<file path="src/rtl/anomaly_event_logger.sv">
// Anomaly event logger: timestamps rising edges of per-channel outlier flags
// into a first-word-fall-through FIFO with drop accounting and an irq level.
module anomaly_event_logger #(
  parameter int unsigned DEPTH      = 16,
  parameter int unsigned IRQ_THRESH = 8
) (
  input  logic                     clk,
  input  logic                     rst,
  input  logic [3:0]               outlier_flags,
  input  logic                     clear,
  input  logic                     rd_ready,
  output logic                     rd_valid,
  output logic [31:0]              rd_data,
  output logic [$clog2(DEPTH):0]   count,
  output logic [7:0]               drop_count,
  output logic                     overflow,
  output logic                     irq
);

  localparam int unsigned AW = $clog2(DEPTH);
  localparam logic [31:0] THRESH32 = 32'(IRQ_THRESH);
  localparam logic [AW:0] THRESH   = THRESH32[AW:0];

  typedef logic [AW:0] ptr_t;

  logic [23:0] ts;
  logic [3:0]  flags_d;
  logic [3:0]  rise;
  logic        evt;
  logic [31:0] entry;
  logic [31:0] mem [DEPTH];

  ptr_t        wr_ptr;
  ptr_t        rd_ptr;
  ptr_t        wr_ptr_next;
  ptr_t        rd_ptr_next;
  logic        full;
  logic        empty;
  logic        push;
  logic        pop;
  logic        drop;
  logic [AW:0] count_next;
  logic [7:0]  drop_next;
  logic        overflow_next;
  logic [31:0] head_next;

  assign rise  = outlier_flags & ~flags_d;
  assign evt   = |rise;
  assign entry = {ts, rise, outlier_flags};

  // Extra wrap bit disambiguates full from empty when the indices coincide.
  assign empty = (wr_ptr == rd_ptr);
  assign full  = (wr_ptr[AW] != rd_ptr[AW]) && (wr_ptr[AW-1:0] == rd_ptr[AW-1:0]);

  assign pop   = !empty && rd_ready && !clear;
  assign push  = evt && !clear && (!full || pop);
  assign drop  = evt && !clear && full && !pop;

  assign count = wr_ptr - rd_ptr;

  always_comb begin
    wr_ptr_next   = wr_ptr;
    rd_ptr_next   = rd_ptr;
    drop_next     = drop_count;
    overflow_next = overflow;
    if (clear) begin
      wr_ptr_next   = '0;
      rd_ptr_next   = '0;
      drop_next     = '0;
      overflow_next = 1'b0;
    end else begin
      if (push) wr_ptr_next = ptr_t'(wr_ptr + 1'b1);
      if (pop)  rd_ptr_next = ptr_t'(rd_ptr + 1'b1);
      if (drop) begin
        overflow_next = 1'b1;
        if (drop_count != 8'hFF) drop_next = drop_count + 8'd1;
      end
    end
    count_next = wr_ptr_next - rd_ptr_next;
  end

  // Next head bypasses the memory when it is the slot being written this cycle.
  always_comb begin
    head_next = mem[rd_ptr_next[AW-1:0]];
    if (push && (rd_ptr_next[AW-1:0] == wr_ptr[AW-1:0])) head_next = entry;
  end

  always_ff @(posedge clk) begin
    if (push) mem[wr_ptr[AW-1:0]] <= entry;
  end

  always_ff @(posedge clk or posedge rst) begin
    if (rst) begin
      ts         <= '0;
      flags_d    <= '0;
      wr_ptr     <= '0;
      rd_ptr     <= '0;
      rd_valid   <= 1'b0;
      rd_data    <= '0;
      drop_count <= '0;
      overflow   <= 1'b0;
      irq        <= 1'b0;
    end else begin
      ts         <= ts + 24'd1;
      flags_d    <= outlier_flags;
      wr_ptr     <= wr_ptr_next;
      rd_ptr     <= rd_ptr_next;
      rd_valid   <= (count_next != '0);
      if (count_next != '0) rd_data <= head_next;
      drop_count <= drop_next;
      overflow   <= overflow_next;
      irq        <= (count_next >= THRESH) | overflow_next;
    end
  end

endmodule
</file>
<file path="config.mk">
export PLATFORM = sky130hd
export DESIGN_NAME = anomaly_event_logger
export DESIGN_NICKNAME = d
export VERILOG_FILES = /design/src/rtl/anomaly_event_logger.sv
export SDC_FILE = /design/constraint.sdc
export NUM_CORES = 1
export LEC_CHECK = 0
export BUFFER_PORTS_ARGS = -buffer_cell sky130_fd_sc_hd__clkbuf_2
export CAP_MARGIN = 20
export CORE_UTILIZATION = 55
export CTS_BUF_LIST = sky130_fd_sc_hd__clkbuf_2 sky130_fd_sc_hd__clkbuf_4 sky130_fd_sc_hd__clkbuf_8
export DETAILED_ROUTE_END_ITERATION = 10
export PLACE_DENSITY = 0.71
export SLEW_MARGIN = 20
export SYNTH_ARGS = -nofsm -noshare
export SYNTH_HDL_FRONTEND = slang
export SYNTH_SLANG_ARGS = --single-unit
</file>
<file path="constraint.sdc">
create_clock -name clk -period 9 [get_ports clk]
set_input_delay 1.8 -clock clk [delete_from_list [all_inputs] [get_ports clk]]
set_output_delay 1.8 -clock clk [all_outputs]
set_load 0.005 [all_outputs]
</file>
==> results.sh <==
export IMPL_cts_resized=0
export IMPL_wl_per_cell_um=23.8
export IMPL_finalHoldViolCount=0
export IMPL_r2r_start="wr_ptr[3]$_DFF_PP0_"
export IMPL_critPathRequiredTime_ns=9.51
export IMPL_cp_arrival_ns=6.30
export IMPL_gp_congestion=0.802
export IMPL_finalCriticalPeriod_ns=5.79
export IMPL_dieArea_um2=44300
export IMPL_htree_levels=3
export IMPL_dp_cells=2283
export IMPL_slew_viol_final=0
export IMPL_yosys_area_share_simple_pct=9.94
export IMPL_slew_headroom_pct=28.5
export IMPL_cts_root_buf="clkbuf_8"
export IMPL_crit_start="clear"
export IMPL_antenna_found_initial=0
export IMPL_status="finished clean"
export IMPL_grt_max_degree=100
export IMPL_grt_pass1_vias=14700
export IMPL_routed_top_layer="met4"
export IMPL_hold_slack_ns=0.508
export IMPL_worstSetupEndpoint="rd_data[20]$_DFFE_PP0P_"
export IMPL_yosys_warnings=0
export IMPL_routed_via_density=6.01
export IMPL_drv_cap=0
export IMPL_antennaDiodeCount=0
export IMPL_ys_seq_area_share_pct=72.8
export IMPL_cts_tree="yes"
export IMPL_yosys_area_top_type="edfxtp_1"
export IMPL_hold_path_class="register to register"
export IMPL_met2WireLength_um=28700
export IMPL_fin_worst_skew_ns=0.0301
export IMPL_ir_drop_uv=211
export IMPL_synth_top_family_by_area="simple AND/OR/NAND/NOR gates"
export IMPL_portBuffers=55
export IMPL_synth_cells=1710
export IMPL_synthMuxAreaShare_pct=2.31
export IMPL_avgSynthCellArea_um2=14.0
export IMPL_synth_xor_area_share_pct=1.71
export IMPL_postCtsSetupBuffers=0
export IMPL_timing_rr_end="rd_data[20]$_DFFE_PP0P_"
export IMPL_drt_iter0_markers=1625
export IMPL_cts_path_max_buffers=3
export IMPL_overflow=0
export IMPL_path_max_fanout=72
export IMPL_synth_distinct_cells=63
export IMPL_synth_fa_ha_area_share_pct=0.869
export IMPL_drtPass1Iterations=5
export IMPL_grt_pass1_wl_um=88600
export IMPL_leakage_uw=0.00971
export IMPL_syn_area_um2=23900
export IMPL_synth_most_common_cell="edfxtp_1"
export IMPL_cts_clk_slew_worst_paths_ns=0.06
export IMPL_rr_worst_depth=14
export IMPL_netlist_top_cells_count="512 x edfxtp_1, 342 x nand2_1, 81 x dfrtp_1, 74 x a21oi_1, 70 x inv_1"
export IMPL_wl_met3_um=4530
export IMPL_yosys_register_bits=593
export IMPL_synth_flop_cell="edfxtp_1"
export IMPL_path_class="primary input to register"
export IMPL_drc=0
export IMPL_synth_edf_count=512
export IMPL_hpwl_um=30500
export IMPL_cp_start_kind="primary input"
export IMPL_rows=75
export IMPL_period_share_pct=64.3
export IMPL_ant_nets=0
export IMPL_final_layout_size_suffix_gt1_share_pct=17.4
export IMPL_ys_top_cells_by_area="edfxtp_1 64%, dfrtp_1 8.5%, nand2_1 5.4%"
export IMPL_via_count=14800
export IMPL_syn_to_final_growth_pct=13.0
export IMPL_die_height_um=210
export IMPL_cp_end_kind="register"
export IMPL_setup_viol=0
export IMPL_io_pin_count=56
export IMPL_synth_compound_area_share_pct=9.27
export IMPL_core_um2=42400
export IMPL_final_cells=2456
export IMPL_final_util_pct=63.6
export IMPL_die_w_um=210
export IMPL_wirelength_um=58500
export IMPL_synth_top_area_share_pct=64.4
export IMPL_whs_path_depth=1
export IMPL_clkLatencyLatePin_ns=0.65
export IMPL_async_reset_ff_share_pct=13.7
export IMPL_tns_ns=0
export IMPL_hold_buffers=0
export IMPL_cts_sinks=593
export IMPL_fmax_ghz=0.173
export IMPL_grt_usage_pct=27.2
export IMPL_cts_buffers_inserted=93
export IMPL_syn_nets=1734
export IMPL_tightest_slew_ns=1.07
export IMPL_rsz0062_at_grt="no"
export IMPL_powerDensity_nw_per_um2=244
export IMPL_rrSetupSlack_ns=3.27
export IMPL_layout_nets=1825
export IMPL_wl_met1_um=23500
export IMPL_start_util_pct=56.3
[cell usage in the layout, fill, tap and decap left out, types with 5 or more instances in the layout]
master,n
clkinv_2,13
bufinv_16,10
clkbuf_4,20
mux2_2,37
a22oi_1,8
xor2_1,15
nand4_1,32
clkinv_1,18
a211oi_1,11
ha_1,15
inv_1,69
o211ai_1,6
a21oi_1,73
and3_1,11
mux2i_1,9
nor2b_1,9
nand3_1,67
buf_4,40
clkbuf_8,106
clkbuf_2,54
o311ai_0,54
nor2_1,30
a221o_1,54
dfrtp_1,81
o21ai_0,5
nor2_4,11
nand2_1,342
edfxtp_1,512
o22ai_1,30
nor3b_1,8
o31ai_1,31
xnor2_1,28
[power breakdown]
group,switching [uW],internal [uW],total (uW)
registers,72.0,3060,3140
clock network,1040,1450,2490
logic,601,351,953
[stage by stage]
stage	power (uW)	setup slack, ns	area, um^2
final	6580	3.21	27000
after global routing	6820	3.03	27000
after CTS	6620	3.30	27000
after detailed placement	4140	2.64	24900
after global placement	4120	2.66	24900
after floorplan	3790	3.14	23900
[state kept, by name (all words and copies together), names as in the netlist, 4 cells and up]
name        count
wr_ptr          5
rd_ptr          5
rd_data        32
mem           512
drop_count      8
ts             24
flags_d         4
[per-layer routing]
metal	track usage [%]	up-vias
met3	4.84	104
met2	44.6	663
met1	36.6	7343
met5	0	-
met4	9.95	0
li1	-	6642
[worst max-delay path, stage by stage]
cell      delay, ns
buf_2          0.11
buf_4          0.29
nor2b_1        0.19
mux2_2         0.16
buf_4          0.69
inv_4          0.46
ha_1           0.45
nor2b_1        0.14
o21ai_0        0.16
nand2b_1       0.11
nor4b_1        0.18
a21oi_4        0.57
buf_4          0.52
mux2_2         0.39
[worst min path at each step]
stage,slack [ns],end,from
floorplan,0.51,rd_data[12]$_DFFE_PP0P_,rd_data[12]$_DFFE_PP0P_
global placement,0.50,rd_data[4]$_DFFE_PP0P_,rd_data[4]$_DFFE_PP0P_
detailed placement,0.50,rd_data[4]$_DFFE_PP0P_,rd_data[4]$_DFFE_PP0P_
CTS,0.51,rd_data[4]$_DFFE_PP0P_,rd_data[4]$_DFFE_PP0P_
global route,0.54,rd_data[13]$_DFFE_PP0P_,rd_data[13]$_DFFE_PP0P_
finish,0.51,rd_data[4]$_DFFE_PP0P_,rd_data[4]$_DFFE_PP0P_
[cell families (layout without fill, tap and decap cells)]
| logic type | count (synthesis) | in the layout |
|---|---|---|
| flops | 593 | 593 |
| simple gates | 538 | 538 |
| compound gates | 295 | 295 |
| buf+inv | 174 | 343 |
| mux | 49 | 49 |
| xor+xnor | 45 | 45 |
| fa+ha+maj | 16 | 16 |
[cell type report]
| cell class | instances | area [um^2] |
|---|---|---|
| clock inverter | 47 | 480 |
| fill | 3113 | 15400 |
| tap | 577 | 722 |
| clock buffer | 126 | 1610 |
| timing repair buffer | 96 | 587 |
| multi-input combinational | 943 | 5910 |
| inverter | 74 | 285 |
| sequential | 593 | 17400 |
No activity file was read; power rests on OpenSTA's default activity.
